==> src/rtl/catch_game_ctrl.sv <==
// Catch-The-Light game control: LED placement, hit detection, scoring and round sequencing.
// Optional build macro CATCH_MISS_PENALTY_EN: a wrong-button press in play costs one point.
module catch_game_ctrl #(
    parameter int         NUM_LEDS    = 8,
    parameter int         HOLD_CYCLES = 16,
    parameter int         SCORE_W     = 8,
    parameter logic [7:0] LFSR_SEED   = 8'hA5
) (
    input  logic                clk,
    input  logic                rst,
    input  logic                start,
    input  logic [NUM_LEDS-1:0] btn,
    input  logic                time_up,
    output logic                timer_rst,
    output logic [NUM_LEDS-1:0] led,
    output logic [SCORE_W-1:0]  score,
    output logic                playing,
    output logic                game_over
);
    localparam int                  IDX_W     = $clog2(NUM_LEDS);
    localparam int                  HOLD_W    = $clog2(HOLD_CYCLES);
    localparam logic [HOLD_W-1:0]   HOLD_LAST = HOLD_W'(HOLD_CYCLES - 1);
    localparam logic [SCORE_W-1:0]  SCORE_MAX = '1;

    typedef enum logic [1:0] {IDLE, LOAD, PLAY, OVER} state_t;

    state_t              state, next_state;
    logic [7:0]          lfsr;
    logic [7:0]          lfsr_next;
    logic [NUM_LEDS-1:0] btn_q;
    logic [NUM_LEDS-1:0] btn_edge;
    logic [NUM_LEDS-1:0] lit_mask;
    logic [IDX_W-1:0]    pos;
    logic [IDX_W-1:0]    cand;
    logic [IDX_W-1:0]    reloc_pos;
    logic [HOLD_W-1:0]   hold_cnt;
    logic                hit;
    logic                hold_done;

    function automatic logic [SCORE_W-1:0] sat_inc(input logic [SCORE_W-1:0] s);
        return (s == SCORE_MAX) ? s : s + SCORE_W'(1);
    endfunction

`ifdef CATCH_MISS_PENALTY_EN
    logic wrong;

    function automatic logic [SCORE_W-1:0] floor_dec(input logic [SCORE_W-1:0] s);
        return (s == '0) ? s : s - SCORE_W'(1);
    endfunction

    assign wrong = |(btn_edge & ~lit_mask);
`endif

    // x^8+x^6+x^5+x^4+1, shifting toward the MSB
    assign lfsr_next = {lfsr[6:0], lfsr[7] ^ lfsr[5] ^ lfsr[4] ^ lfsr[3]};

    // Bumping a repeat by one guarantees a relocation always moves the light
    assign cand      = lfsr[IDX_W-1:0];
    assign reloc_pos = (cand == pos) ? cand + IDX_W'(1) : cand;

    assign lit_mask  = NUM_LEDS'(1) << pos;
    assign btn_edge  = btn & ~btn_q;
    assign hit       = |(btn_edge & lit_mask);
    assign hold_done = (hold_cnt == HOLD_LAST);

    always_ff @(posedge clk) begin
        if (rst) begin
            state <= IDLE;
        end else begin
            state <= next_state;
        end
    end

    always_comb begin
        next_state = state;
        case (state)
            IDLE:    if (start) next_state = LOAD;
            LOAD:    next_state = PLAY;
            PLAY:    if (time_up) next_state = OVER;
            OVER:    if (start) next_state = LOAD;
            default: next_state = IDLE;
        endcase
    end

    always_comb begin
        timer_rst = (state == IDLE) || (state == LOAD);
    end

    always_ff @(posedge clk) begin
        if (rst) begin
            lfsr      <= LFSR_SEED;
            btn_q     <= '1;
            pos       <= '0;
            hold_cnt  <= '0;
            led       <= '0;
            score     <= '0;
            playing   <= 1'b0;
            game_over <= 1'b0;
        end else begin
            lfsr      <= lfsr_next;
            btn_q     <= btn;
            playing   <= (next_state == PLAY);
            game_over <= (next_state == OVER);
            case (state)
                LOAD: begin
                    pos      <= reloc_pos;
                    led      <= NUM_LEDS'(1) << reloc_pos;
                    hold_cnt <= '0;
                end
                PLAY: begin
                    // time_up outranks a same-cycle hit
                    if (time_up) begin
                        led <= '0;
                    end else if (hit) begin
                        score    <= sat_inc(score);
                        pos      <= reloc_pos;
                        led      <= NUM_LEDS'(1) << reloc_pos;
                        hold_cnt <= '0;
                    end else begin
`ifdef CATCH_MISS_PENALTY_EN
                        if (wrong) score <= floor_dec(score);
`endif
                        if (hold_done) begin
                            pos      <= reloc_pos;
                            led      <= NUM_LEDS'(1) << reloc_pos;
                            hold_cnt <= '0;
                        end else begin
                            hold_cnt <= hold_cnt + HOLD_W'(1);
                        end
                    end
                end
                default: begin
                    led <= '0;
                    if (next_state == LOAD) score <= '0;
                end
            endcase
        end
    end

endmodule

==> config.mk <==
export PLATFORM = sky130hd
export DESIGN_NAME = catch_game_ctrl
export DESIGN_NICKNAME = d
export VERILOG_FILES = /design/src/rtl/catch_game_ctrl.sv
export SDC_FILE = /design/constraint.sdc
export NUM_CORES = 1
export LEC_CHECK = 0
export BUFFER_PORTS_ARGS = -buffer_cell sky130_fd_sc_hd__buf_4
export CAP_MARGIN = 20
export CORE_UTILIZATION = 60
export DETAILED_ROUTE_END_ITERATION = 12
export MAX_ROUTING_LAYER = met4
export PLACE_DENSITY = 0.84
export SLEW_MARGIN = 15
export SYNTH_ARGS = -nofsm -noshare
export SYNTH_HDL_FRONTEND = slang
export SYNTH_SLANG_ARGS = --single-unit
==> constraint.sdc <==
create_clock -name clk -period 3.2 [get_ports clk]
set_clock_uncertainty 0.05 [all_clocks]
set_input_delay 0.16 -clock clk [delete_from_list [all_inputs] [get_ports clk]]
set_output_delay 0.16 -clock clk [all_outputs]
set_load 0.05 [all_outputs]
[After elaboration in Yosys (flattened, before gate mapping)]
Cells that the tools add are included.
Operators by class
  add/subtract/negate cells: 3
  multiply operators: 0
  divide/modulo/power cells: 0
  $lt $le $gt $ge: 0
  eq/ne operators: 14
  shifts and indexed selects: 2
  mux-type cells: 21
  bitwise operators: 7
  reduce and logical (&&, ||, !) cells: 9
Operators with widths (count)
  8-bit two-way mux: 7
  8-bit case mux with 2 select lines: 2
  8-bit bitwise AND: 2
  1-bit by 3-bit left shift with 8-bit output, first input constant: 2
  3-bit two-way mux: 4
  4-bit two-way mux: 3
  8-bit by 1-bit adder with 8-bit output, second input constant: 1
  2-bit == test, second input constant: 4
  8-bit == test, second input constant: 1
  8-bit NOT: 1
  4-bit case mux with 2 select lines: 1
  8-bit OR reduction: 1
  2-bit inequality test, second input constant: 3
  2-bit case mux with 3 select lines: 1
  3-bit case mux with 2 select lines: 1
  5-bit AND reduction: 1
  4-bit by 1-bit adder with 4-bit output, second input constant: 1
  2-bit by 1-bit == test with 1-bit output, second input constant: 2
  4-bit == test, second input constant: 1
  2-bit two-way mux: 2
  4-bit inequality test, second input constant: 1
  2-bit nonzero test: 2
  3-bit by 1-bit adder with 3-bit output, second input constant: 1
  3-bit == test: 1
  other kinds (8): 10
Storage, ports and cells
  flip-flop bits (word level): 43
  bits in latches: 0
  bits in writable memories: 0
  ROM bits: 0
  bits of input ports: 12
  memories: 0

[Longest topological paths before layout]
Gate-level depths: netlist (run 1).
  word-level depth: 7
  depth in mapped cells: 9

[Worst setup path before layout (run 1)]
OpenSTA, ideal clock, no wires.
  path kind: reg-to-reg
  from: reg score[2]
  to: reg score[7]
  setup time: 70 ps
  data arrival time: 2079 ps
  required time: 3080 ps
  setup slack: 1001 ps
  cell stages (with the launch flop): 5
  buffers on the path: 0
  cells stage by stage: dfxtp_1 nand4_1 or4b_2 or4_1 a21oi_1
On the way
  longest elaborated chain between the ends: 5
  elaborated cells between the ends (all ways): 8
  classes of those cells: add/sub (1); eq/ne (2); mux (4); reduce/logical (1)
Ends and longest elaborated chain
  start: declaration: RTL line 16  | output logic [SCORE_W-1:0] score,
  start signal: assignment: RTL line 115  | score <= sat_inc(score);
  8-bit by 1-bit adder with 8-bit output: RTL line 41  | return (s == SCORE_MAX) ? s : s + SCORE_W'(1);
  8-bit two-way mux: RTL line 41
  8-bit two-way mux: RTL line 114  | end else if (hit) begin
  8-bit two-way mux: RTL line 112  | if (time_up) begin
  8-bit case mux with 2 select lines: RTL line 104  | case (state)
Several ways; a longest one is shown, not always the timed one. The select of a mux whose other input is x is not followed.
A chain may end at the register's enable or synchronous reset.

[Worst setup path in the final report (run 1)]
  from: reg state[0]
  to: reg hold_cnt[3]
On the way
  longest elaborated chain between the ends: 3
  elaborated cells between the ends (all ways): 6
  classes of those cells: eq/ne (3); mux (1); reduce/logical (2)
Ends and longest elaborated chain
  start: declaration: RTL line 27  | state_t state, next_state;
  start signal: assignment: RTL line 70  | state <= next_state;
  2-bit == test or 2-bit by 1-bit == test with 1-bit output (tied branches): RTL line 104
  2-bit inequality test (no line) or 2-bit nonzero test (tied branches)
  2-bit AND reduction (no line)
  end signal: assignment: RTL line 128  | hold_cnt <= hold_cnt + HOLD_W'(1);
  end: declaration: RTL line 36  | logic [HOLD_W-1:0] hold_cnt;
Several ways; a longest one is shown, not always the timed one.

==> results of run 1 <==
## where the power goes
group / internal, mW / total, mW / switching (mW)
clock network: 0.164 / 0.349 / 0.185
logic: 0.245 / 0.663 / 0.417
registers: 0.594 / 0.658 / 0.0646
## metal layers
| metal | part of all wire, % | routed length (um) |
|---|---|---|
| met1 | 50 | 2110 |
| met2 | 44 | 1880 |
| met3 | 4.3 | 184 |
| met4 | 1.9 | 82 |
| met5 | 0 | 0 |
## Yosys cell counts (4+ instances only)
cell                        n
sky130_fd_sc_hd__nor2_1     7
sky130_fd_sc_hd__nor3_1     8
sky130_fd_sc_hd__or2_2     12
sky130_fd_sc_hd__nand2_1   19
sky130_fd_sc_hd__ha_1       6
sky130_fd_sc_hd__o21ai_0    8
sky130_fd_sc_hd__o31ai_1    8
sky130_fd_sc_hd__nor2b_1    9
sky130_fd_sc_hd__mux2i_1    6
sky130_fd_sc_hd__a211o_1    4
sky130_fd_sc_hd__xnor2_1    5
sky130_fd_sc_hd__nand4_1    4
sky130_fd_sc_hd__a21oi_1   10
sky130_fd_sc_hd__inv_1     12
sky130_fd_sc_hd__nand3_1   10
sky130_fd_sc_hd__mux2_2     4
sky130_fd_sc_hd__clkbuf_1   5
sky130_fd_sc_hd__dfxtp_1   43
## worst max-delay path by stage
stage / from / to / slack [ns] / cells past startpoint
global placement: state[0] / hold_cnt[3] / 0.90 / 7
detailed placement: state[0] / hold_cnt[3] / 0.85 / 7
CTS: state[0] / hold_cnt[3] / 0.81 / 7
global route: state[0] / hold_cnt[3] / 0.60 / 7
floorplan: score[2] / score[7] / 1.00 / 4
finish: state[0] / hold_cnt[3] / 0.81 / 7
## cell families (layout without fill, tap and decap cells)
kind of cell / after synthesis / after routing / synth area share, %
AO/OA/AOI/OAI: 48 / 48 / 15.9
XOR/XNOR: 7 / 7 / 2.95
adder cells (fa/ha/maj): 6 / 6 / 3.61
buffers and inverters: 23 / 58 / 5.23
flip-flops: 43 / 43 / 41.4
multiplexers: 10 / 10 / 5.05
AND/OR/NAND/NOR: 93 / 93 / 25.9
## registers in the layout (all words and copies together) (netlist names)
name,count
btn_q,8
led,8
lfsr,8
score,8
hold_cnt,4
pos,3
state,2
game_over,1
playing,1
## placed cells by master, fill, tap and decap left out, drive strengths merged, types with 6 or more instances in the layout
cell         instances
a21oi               10
buf                 30
dfxtp               43
dlygate4sd3          8
ha                   6
inv                 12
mux2i                6
nand2               19
nand3               10
nor2                 7
nor2b                9
nor3                 8
o21ai                8
o31ai                8
or2                 12
## worst reg2reg max path, cell delays in order, from the launching register on
cell,delay (ns)
sky130_fd_sc_hd__dfxtp_1,0.36
sky130_fd_sc_hd__inv_1,0.09
sky130_fd_sc_hd__ha_1,0.33
sky130_fd_sc_hd__nor2b_1,0.54
sky130_fd_sc_hd__and2_1,0.23
sky130_fd_sc_hd__nand3_1,0.25
sky130_fd_sc_hd__a211o_1,0.37
sky130_fd_sc_hd__a31oi_1,0.12
## layout make-up
type                            count  area, um^2  share of cell area, %
Sequential cell                    43         861                   35.0
Timing Repair Buffer               38         305                   12.4
Inverter                           12        45.0                   1.83
Clock inverter                      3        43.8                   1.78
Clock buffer                        5        37.5                   1.53
Tap cell                           46        57.6                   2.34
Multi-Input combinational cell    164        1110                   45.1
## metrics by stage
stage,total power [mW],instance area (um^2)
floorplan,1.20,2080
global placement,1.30,2300
detailed placement,1.31,2300
CTS,1.67,2460
global route,1.77,2460
finish,1.67,2460
## what timing repair did
action / in CTS / in global routing
hold buffers: 8 / 0
setup buffers: 0 / 0
endpoints found under the hold margin: 8 / 0
==> summary.txt, run 1 <==
Synthesis
  – Number of enable-type register cells in the synthesized netlist: 0
  – Yosys warns: 0
  – Area fraction of the dominant cell type after synthesis: 41.4%
  – Count of unique library cells instantiated by Yosys: 46
  – Mean instance size in the synthesized netlist: 9.05 um^2
  – Synthesized net count: 248
  – Number of cells produced by synthesis: 230
  – Most common flop cell mapped by yosys: sky130_fd_sc_hd__dfxtp_1
  – Sequential element share of the synthesized area: 41.4%
  – Top cell type by total area after synthesis: sky130_fd_sc_hd__dfxtp_1
  – Post-Syn Area: 2080 um^2
  – Flop and latch count out of synthesis: 43
  – Proportion of synthesized flip-flops having asynchronous set or reset: 0%
  – Main area contributors after synthesis: sky130_fd_sc_hd__dfxtp_1 (41%), sky130_fd_sc_hd__ha_1 (3.6%), sky130_fd_sc_hd__or2_2 (3.6%)

Die
  – Initial standard-cell utilization of the core: 62.4%
  – CORE AREA: 3340 um^2
  – Die height: 60.9 um
  – Die span in x: 60.9 um
  – Rows: 21
  – Number of ports placed on the die boundary: 31
  – Die area: 3710 um^2

Run status
  – Run status: finished, final reports clean

Global route
  – Met2 Resource Use GR: 38.0%
  – GRT overflow: 0
  – Global-route wire length before repair: 6870 um
  – Met3 demand-to-capacity share in global routing: 7.25%
  – Number of antenna violations at the first check in global routing: 0
  – Most congested layer reported by global routing: met2
  – Largest net degree at the start of global routing: 34
  – Met1 GRT Util: 34.1%
  – GRT Total Usage: 26.2%
  – Via count of the first global-routing pass: 1533

Drt
  – Starting DRC count in detailed routing: 117
  – Vias per Instance: 5.69
  – Routed wire length: 4250 um
  – Number of routed nets with antenna violations: 0
  – Via count: 1770
  – WL/cell: 13.7 um
  – Remaining routing DRC violations: 0
  – Initial DRT Pass Iterations: 5

Min path
  – Path category of the worst min-delay check: in2reg
  – Worst hold endpoint: lfsr[1]
  – Worst Hold Path Cells: 2
  – Hold path startpoint: rst

Clock network
  – Post-CTS sizing: 0
  – Clock buffer depth: 2
  – TritonCTS Buffers: 5
  – Clock Sink Count: 43
  – H-Tree Level Count: 2
  – CTS tree: yes
  – Clock network latency to the later pin of the worst-skew pair: 0.37 ns
  – Master cell of the clock root buffer: sky130_fd_sc_hd__clkbuf_4
  – Clock-pin slew on the worst setup and hold paths: 0.14 ns

Place
  – Placed cells: 295
  – Port bufs: 30
  – Placed wire-length estimate after detailed placement: 2900 um
  – Pre-CTS WS: 0.846 ns
  – Last weighted congestion value of the routability-driven placer: 0.801

Power
  – Leakage power figure: 0.983 nW
  – Maximum vdd ir drop: 0.000744 V
  – Cell Pwr Density: 679 nW/um^2

Setup path
  – Endpoint type of the worst setup path: register
  – Critical R2R Capture: hold_cnt[3]
  – R2R cell count: 7
  – Total buffers and inverters traversed by the critical path: 1
  – Slack of the worst reg-to-reg path: 0.81 ns
  – Crit path arrival time: 2.66 ns
  – Required @ worst endpoint: 3.46 ns
  – Worst R2R Start: state[0]
  – Worst setup path class: reg2reg
  – Maximum cell stage delay along the critical path: 0.54 ns
  – Critical path cell sequence: inv_1, ha_1, nor2b_1, and2_1, nand3_1, a211o_1, a31oi_1
  – Sort of element at the start of the critical path: register
  – CP delay by family, top: simple AND/OR/NAND/NOR gates
  – Worst path slowest cell: sky130_fd_sc_hd__nor2b_1
  – Max FO, Critical Path: 9

STA
  – Transition time of the tightest slew-check pin: 0.576 ns
  – Fin Hold WS: 0.102 ns
  – Unrepaired setup endpoints after global routing: false
  – Min Clock Period, post-route: 2.39 ns
  – Final Hold Viols: 0
  – Count of final max-slew check failures: 0
  – Number of setup violations in the final report: 0
  – Post-layout worst setup margin: 0.808 ns
  – Max frequency: 0.418 GHz
  – Final critical-path share of the clock period: 74.8%
  – Tightest slew margin relative to the limit: 61.5%
  – Total negative slack: 0 ns

Cells and area
  – Diodes inserted: 0
  – Area grow syn2layout: 18.3%
  – Number of nets in the final layout: 282
  – Number of filler cells placed in the layout: 278
  – Post-Route Utilization: 73.8%
  – Final Instance Count excl. Fillers: 311
  – Share of layout cells above drive strength 1: 21.9%

Run
  – Maximum capacitance violations: 0
No activity file was read; power rests on OpenSTA's default activity.
==> run 2, diff against run 1 <==
--- a/config.mk
+++ b/config.mk
@@ -5,12 +5,13 @@
 export SDC_FILE = /design/constraint.sdc
 export NUM_CORES = 1
 export LEC_CHECK = 0
+export ABC_AREA = 1
 export BUFFER_PORTS_ARGS = -buffer_cell sky130_fd_sc_hd__buf_4
 export CAP_MARGIN = 20
-export CORE_UTILIZATION = 60
+export CORE_UTILIZATION = 51
 export DETAILED_ROUTE_END_ITERATION = 12
 export MAX_ROUTING_LAYER = met4
-export PLACE_DENSITY = 0.84
+export PLACE_DENSITY = 0.76
 export SLEW_MARGIN = 15
 export SYNTH_ARGS = -nofsm -noshare
 export SYNTH_HDL_FRONTEND = slang
==> constraint.sdc (replaced) <==
create_clock -name clk -period 2 [get_ports clk]
set_clock_uncertainty 0.05 [all_clocks]
set_input_delay 0.1 -clock clk [delete_from_list [all_inputs] [get_ports clk]]
set_output_delay 0.1 -clock clk [all_outputs]
set_load 0.05 [all_outputs]
==> run 2 against run 1 <==
Sequential cell count unchanged. Power up 98%. Sequential power is 66% higher. First-iteration DRC count is 6.8% lower. Via count grew 17%. Clock-buffer cell count rose by 1. Final cell count up 30%. Critical endpoint is now score[6]. Largest cell class unchanged. Largest power group unchanged.
==> summary.txt, run 2 <==
Run status
  – Run status: finished, final reports clean

Synthesis
  – Most common flop cell mapped by yosys: sky130_fd_sc_hd__dfxtp_1
  – Synthesized net count: 328 (+32%)
  – Most frequent cell after synthesis: sky130_fd_sc_hd__nand2_1
  – Post-Syn Area: 2230 um^2 (+7.2%)
  – Number of enable-type register cells in the synthesized netlist: 0 (unchanged)
  – Sequential element share of the synthesized area: 38.6% (-2.8 points)
  – Mean instance size in the synthesized netlist: 7.20 um^2 (-20%)
  – Count of unique library cells instantiated by Yosys: 29 (-37%)
  – Flop and latch count out of synthesis: 43 (unchanged)
  – Yosys warns: 0 (unchanged)
  – Commonest cells in the netlist: sky130_fd_sc_hd__nand2_1 (71), sky130_fd_sc_hd__nor2_1 (48), sky130_fd_sc_hd__dfxtp_1 (43)
  – Top cell type by total area after synthesis: sky130_fd_sc_hd__dfxtp_1
  – Main area contributors after synthesis: sky130_fd_sc_hd__dfxtp_1 (39%), sky130_fd_sc_hd__nand2_1 (12%), sky130_fd_sc_hd__nor2_1 (8.1%)
  – Area fraction of the dominant cell type after synthesis: 38.6% (-2.8 points)
  – Proportion of synthesized flip-flops having asynchronous set or reset: 0% (unchanged)
  – Number of cells produced by synthesis: 310 (+35%)

Drt
  – WL/cell: 11.6 um (-15%)
  – Remaining routing DRC violations: 0 (unchanged)
  – Vias per Instance: 5.11 (-10%)
  – Via count: 2069 (+17%)
  – Starting DRC count in detailed routing: 109 (-6.8%)
  – Number of routed nets with antenna violations: 0 (unchanged)
  – Initial DRT Pass Iterations: 6 (+1)
  – Routed wire length: 4710 um (+11%)

STA
  – Tightest slew margin relative to the limit: 55.5% (-6.0 points)
  – Max frequency: 0.541 GHz (+30%)
  – Post-layout worst setup margin: 0.153 ns (-0.655 ns)
  – Unrepaired setup endpoints after global routing: false
  – Transition time of the tightest slew-check pin: 0.666 ns (+0.0900 ns)
  – Total negative slack: 0 ns (unchanged)
  – Final critical-path share of the clock period: 92.3% (+18 points)
  – Count of final max-slew check failures: 0 (unchanged)
  – Final Hold Viols: 0 (unchanged)
  – Number of setup violations in the final report: 0 (unchanged)
  – Fin Hold WS: 0.0747 ns (-0.0277 ns)
  – Min Clock Period, post-route: 1.85 ns (-0.545 ns)

Setup path
  – Endpoint of the worst setup timing path: score[6]
  – Worst setup path class: reg2reg
  – Slack of the worst reg-to-reg path: 0.15 ns (-0.65 ns)
  – Critical R2R Capture: score[6]
  – Sort of element at the start of the critical path: register
  – Worst R2R Start: state[0]
  – Endpoint type of the worst setup path: register
  – CP Launch Point: state[0]
  – Required @ worst endpoint: 2.13 ns (-1.33 ns)
  – Crit path arrival time: 1.98 ns (-0.68 ns)
  – R2R cell count: 10 (+3)
  – Max FO, Critical Path: 7 (-2)

Place
  – Last weighted congestion value of the routability-driven placer: 0.870 (+8.6%)
  – Placed wire-length estimate after detailed placement: 3230 um (+12%)
  – Port bufs: 30 (unchanged)
  – Pre-CTS WS: 0.102 ns (-0.744 ns)
  – Placed cells: 388 (+32%)

Clock network
  – H-Tree Level Count: 2 (unchanged)
  – Clock-pin slew on the worst setup and hold paths: 0.08 ns (-0.06 ns)
  – Master cell of the clock root buffer: sky130_fd_sc_hd__clkbuf_8
  – Clock buffer depth: 2 (unchanged)
  – Clock network latency to the later pin of the worst-skew pair: 0.30 ns (-0.07 ns)
  – Clock Sink Count: 43 (unchanged)
  – CTS tree: yes
  – TritonCTS Buffers: 5 (unchanged)

Cells and area
  – Number of nets in the final layout: 372 (+32%)
  – Area grow syn2layout: 22.5%
  – Share of layout cells above drive strength 1: 20.8% (-1.0 points)
  – Number of filler cells placed in the layout: 370 (+33%)
  – Most common cell after layout, fill and taps aside: sky130_fd_sc_hd__nand2_1
  – Top library cells by usage in the layout, fill and taps aside: sky130_fd_sc_hd__nand2_1 (71), sky130_fd_sc_hd__nor2_1 (47), sky130_fd_sc_hd__dfxtp_1 (42), sky130_fd_sc_hd__inv_1 (36), sky130_fd_sc_hd__buf_4 (34)
  – Diodes inserted: 0 (unchanged)
  – Final Instance Count excl. Fillers: 405 (+30%)
  – Post-Route Utilization: 66.9% (-6.9 points)

Run
  – Maximum capacitance violations: 0 (unchanged)

Die
  – Die area: 4640 um^2 (+25%)
  – CORE AREA: 4090 um^2 (+22%)
  – Die span in x: 68.1 um (+12%)
  – Rows: 23 (+9.5%)
  – Number of ports placed on the die boundary: 31 (unchanged)
  – Die height: 68.1 um (+12%)
  – Initial standard-cell utilization of the core: 54.6% (-7.8 points)

Power
  – Cell Pwr Density: 1210 nW/um^2 (+78%)
  – Maximum vdd ir drop: 0.000502 V (-33%)
  – Leakage power figure: 1.23 nW (+25%)

Min path
  – Path category of the worst min-delay check: in2reg
  – Hold path startpoint: rst

Global route
  – GRT overflow: 0 (unchanged)
  – Global-route wire length before repair: 7670 um (+12%)
  – Number of antenna violations at the first check in global routing: 0 (unchanged)
  – GRT Total Usage: 23.0% (-3.2 points)
  – Largest net degree at the start of global routing: 23 (-32%)
  – Via count of the first global-routing pass: 1758 (+15%)
==> run 2: changes by cell type after synthesis, moves of 9 or more <==
cell / before / now
sky130_fd_sc_hd__nor2_1: 7 / 48
sky130_fd_sc_hd__inv_1: 12 / 36
sky130_fd_sc_hd__a21oi_1: 10 / 19
sky130_fd_sc_hd__nor2b_1: 9 / 0
sky130_fd_sc_hd__nand3_1: 10 / 19
sky130_fd_sc_hd__nand2_1: 19 / 71
==> run 2: routing by layer <==
layer	vias to the layer above	global-route usage [%]	share of wire, %
met4	0	8.59	1.3
met3	6	5.67	4.3
met1	959	28.0	47
li1	1069	-	-
met2	35	36.5	48
met5	-	-	0
==> run 2: repair_timing <==
item                                   4_1_cts  5_1_grt
endpoints found under the hold margin        8        0
setup buffers                                0        0
setup endpoints to repair                    0        8
hold buffers                                 8        0
resized for setup                            0        3
==> run 2: worst min-delay path by stage <==
stage	to	cells past startpoint
floorplan	btn_q[0]	2
global placement	btn_q[5]	3
detailed placement	btn_q[6]	3
CTS	hold_cnt[2]	2
global route	lfsr[1]	2
finish	hold_cnt[2]	2
==> run 2: kinds of logic (layout without fill, tap and decap cells) <==
kind of cell | after synthesis | in the layout | synth area share [%]
compound gates | 33 | 34 | 8.41
xor+xnor | 9 | 9 | 4.37
fa+ha+maj | 6 | 6 | 3.37
buf+inv | 48 | 92 | 8.97
flops | 43 | 43 | 38.6
simple gates | 171 | 171 | 36.3
==> run 2: final cells by class <==
type	instances	area [um^2]	share of cell area, %
tap	50	62.6	2.29
inverter	42	163	5.95
timing repair buffer	42	335	12.3
clock inverter	2	35.0	1.28
sequential	43	862	31.5
multi-input combinational	220	1190	43.7
clock buffer	6	82.6	3.02
==> run 2: worst max-delay path, stage by stage (launching register included) <==
cell and delay (ns):
sky130_fd_sc_hd__dfxtp_2 0.36, sky130_fd_sc_hd__inv_1 0.09, sky130_fd_sc_hd__ha_1 0.23, sky130_fd_sc_hd__nor2_2 0.16, sky130_fd_sc_hd__o21ai_0 0.10, sky130_fd_sc_hd__inv_1 0.09, sky130_fd_sc_hd__nand2_1 0.13, sky130_fd_sc_hd__a21oi_4 0.27
sky130_fd_sc_hd__nand2_4 0.11, sky130_fd_sc_hd__nand2_1 0.07, sky130_fd_sc_hd__a21oi_1 0.07
==> run 2: power by group <==
group          leakage [nW]  switching, mW  internal (mW)
sequential            0.354          0.113          0.974
combinational         0.813          0.999          0.513
clock                0.0612          0.305          0.404
==> run 2: per-stage QoR <==
stage                     instance area (um^2)  power, mW
after floorplan                           2230       2.21
after global placement                    2510       2.49
after detailed placement                  2510       2.52
after CTS                                 2710       3.25
after global routing                      2730       3.51
final                                     2730       3.31
==> run 3, diff against run 2 <==
--- a/config.mk
+++ b/config.mk
@@ -11,7 +11,7 @@
 export CORE_UTILIZATION = 51
 export DETAILED_ROUTE_END_ITERATION = 12
 export MAX_ROUTING_LAYER = met4
-export PLACE_DENSITY = 0.76
+export PLACE_DENSITY = 0.75
 export SLEW_MARGIN = 15
 export SYNTH_ARGS = -nofsm -noshare
 export SYNTH_HDL_FRONTEND = slang
==> run 3 against run 2 <==
Register-to-register slack barely moved. Clock power rose by 13%. Critical path depth rose by 2. Wire length fell by 0.19%. First-iteration DRC count fell by 17%. Non-clock buffer count rose by 4. Highest routed layer unchanged.
==> summary.txt, run 3 (same netlist as run 2, synthesis figures left out) <==
STA
  – Min Clock Period, post-route: 1.85 ns (+0.00143 ns)
  – Post-layout worst setup margin: 0.152 ns (-0.00143 ns)
  – Tightest slew margin relative to the limit: 66.4% (+11 points)
  – Max frequency: 0.541 GHz (about the same)
  – Final Hold Viols: 0 (unchanged)
  – Transition time of the tightest slew-check pin: 0.503 ns (-0.163 ns)
  – Number of setup violations in the final report: 0 (unchanged)
  – Count of final max-slew check failures: 0 (unchanged)
  – Final critical-path share of the clock period: 92.4% (about the same)

Power
  – Cell Pwr Density: 1250 nW/um^2 (+3.2%)
  – Sw Ratio: 41.0% (-1.9 points)
  – Part of the power in combinational logic: 45.4% (-0.3 points)
  – Proportion of power drawn by the clock network: 23.2% (+1.8 points)
  – Net Sw Power: 1.42 mW (+0.17%)
  – Post-layout total power: 3.46 mW (+4.7%)
  – Cell internal pwr: 2.05 mW (+8.1%)
  – Leakage power figure: 1.25 nW (+1.6%)
  – Maximum vdd ir drop: 0.000656 V (+31%)
  – Sequential power share: 31.4% (-1.5 points)

Clock network
  – TritonCTS Buffers: 5 (unchanged)
  – Clock Sink Count: 43 (unchanged)
  – Clock network latency to the later pin of the worst-skew pair: 0.30 ns (about the same)
  – H-Tree Level Count: 2 (unchanged)
  – CTS tree: yes
  – Clock-pin slew on the worst setup and hold paths: 0.09 ns (about the same)
  – Master cell of the clock root buffer: sky130_fd_sc_hd__clkbuf_8
  – Clock buffer depth: 2 (unchanged)

Cells and area
  – Diodes inserted: 0 (unchanged)
  – FF+latch area: 862 um^2 (unchanged)
  – Top library cells by usage in the layout, fill and taps aside: sky130_fd_sc_hd__nand2_1 (71), sky130_fd_sc_hd__nor2_1 (47), sky130_fd_sc_hd__dfxtp_1 (42), sky130_fd_sc_hd__buf_4 (37), sky130_fd_sc_hd__inv_1 (36)
  – Number of filler cells placed in the layout: 351 (-5.1%)
  – Number of nets in the final layout: 375 (+0.81%)
  – Area grow syn2layout: 24.3%
  – Most common cell after layout, fill and taps aside: sky130_fd_sc_hd__nand2_1
  – Post-Route Utilization: 67.9% (+0.98 points)
  – Area of the multi-input gates: 1190 um^2 (-0.52%)
  – Share of layout cells above drive strength 1: 21.8% (+0.94 points)
  – Finished Cell Area: 2770 um^2 (+1.5%)

Drt
  – Via count: 2074 (+0.24%)
  – Starting DRC count in detailed routing: 90 (-17%)
  – Number of routed nets with antenna violations: 0 (unchanged)
  – Routed wire length: 4700 um (-0.19%)
  – Initial DRT Pass Iterations: 5 (-1)
  – WL/cell: 11.5 um (-0.92%)
  – Remaining routing DRC violations: 0 (unchanged)
  – Vias per Instance: 5.08 (-0.50%)

Global route
  – Number of antenna violations at the first check in global routing: 0 (unchanged)
  – Largest net degree at the start of global routing: 22 (-4.3%)
  – Via count of the first global-routing pass: 1848 (+5.1%)
  – GRT Total Usage: 22.8% (-0.24 points)
  – Global-route wire length before repair: 7680 um (+0.18%)
  – GRT overflow: 0 (unchanged)

Setup path
  – Cell with the most instances on the worst path: sky130_fd_sc_hd__inv_1
  – Crit path arrival time: 2.04 ns (+0.06 ns)
  – Max FO, Critical Path: 4 (-3)
  – Maximum cell stage delay along the critical path: 0.37 ns (about the same)
  – Worst path slowest cell: sky130_fd_sc_hd__dfxtp_1
  – Sort of element at the start of the critical path: register
  – Endpoint type of the worst setup path: register
  – CP delay by family, top: buffers and inverters
  – Critical path cell sequence: inv_1, ha_4, inv_1, nand2_1, o21ai_0, inv_1, nand2_1, a21oi_4, buf_4, buf_4, nand3_1, a21oi_1
  – Worst setup path class: reg2reg
  – Total buffers and inverters traversed by the critical path: 5 (+3)
  – Required @ worst endpoint: 2.19 ns (+0.06 ns)

Die
  – Die area: 4640 um^2 (unchanged)
  – Initial standard-cell utilization of the core: 54.6% (unchanged)
  – Rows: 23 (unchanged)
  – Number of ports placed on the die boundary: 31 (unchanged)
  – CORE AREA: 4090 um^2 (unchanged)
  – Die span in x: 68.1 um (unchanged)
  – Die height: 68.1 um (unchanged)

Run
  – Maximum capacitance violations: 0 (unchanged)

Min path
  – Path category of the worst min-delay check: in2reg

Place
  – Last weighted congestion value of the routability-driven placer: 0.825 (-5.2%)
  – Placement-stage cell area: 2510 um^2 (unchanged)
  – Placed wire-length estimate after detailed placement: 3250 um (+0.58%)
  – Pre-CTS WS: 0.123 ns (+0.0207 ns)
  – Port bufs: 30 (unchanged)

Run status
  – Run status: finished, final reports clean
## run 3: cell count changes in the layout (fill, tap and decap cells not counted), sizes merged
| cell | delta |
|---|---|
| a21oi | -1 |
| buf | +3 |
| bufinv | +1 |
| clkinv | -1 |
| clkinvlp | +1 |
## run 3: final cells by class
class	instances	area share, %
multi-input combinational	219	42.8
sequential	43	31.1
tap	50	2.26
clock buffer	5	2.48
inverter	42	5.86
timing repair buffer	46	13.1
clock inverter	3	2.44
## run 3: metrics by stage
step	cells	hold slack, ns	TNS [ns]
global placement	388	0.232	0
global route	408	0.0881	-0.0142
floorplan	310	0.146	0
finish	408	0.0701	0
detailed placement	388	0.237	0
CTS	404	0.0742	0
## run 3: final timing paths
path                            cells after the start  slack [ns]        to  startpoint
worst max-delay path                               12        0.15  score[2]    state[1]
worst max register to register                     12        0.15  score[2]    state[1]
worst min-delay path                                2        0.07  score[2]         rst
worst min register to register                      1        0.36   lfsr[7]     lfsr[6]
## run 3: repair_timing
item	in CTS	in global routing
endpoints found under the setup margin	0	8
hold endpoints to repair	8	0
gates resized for setup	0	4
hold buffers	8	0
buffers inserted	0	4
## run 3: power groups by stage
stage / Sequential (mW) / Combinational, mW / Clock [mW]
global placement: 1.10 / 1.38 / 0
finish: 1.09 / 1.57 / 0.804
floorplan: 1.23 / 0.975 / 0
CTS: 1.08 / 1.44 / 0.819
global route: 1.11 / 1.73 / 0.850
detailed placement: 1.10 / 1.42 / 0
## run 3: worst reg2reg max path, cell delays in order (launching register included)
cell and delay [ns]:
sky130_fd_sc_hd__dfxtp_1 0.37, sky130_fd_sc_hd__inv_1 0.10, sky130_fd_sc_hd__ha_4 0.29, sky130_fd_sc_hd__inv_1 0.06, sky130_fd_sc_hd__nand2_1 0.05, sky130_fd_sc_hd__o21ai_0 0.06
sky130_fd_sc_hd__inv_1 0.09, sky130_fd_sc_hd__nand2_1 0.10, sky130_fd_sc_hd__a21oi_4 0.19, sky130_fd_sc_hd__buf_4 0.14, sky130_fd_sc_hd__buf_4 0.09, sky130_fd_sc_hd__nand3_1 0.06
sky130_fd_sc_hd__a21oi_1 0.13
## run 3: per-layer routing
metal	up-vias	global-route usage (%)	routed length (um)	share of wire (%)
li1	1071	-	-	-
met3	9	5.17	213	4.5
met2	41	37.6	2200	47
met1	953	26.8	2220	47
met5	-	-	0	0
met4	0	8.33	72	1.5
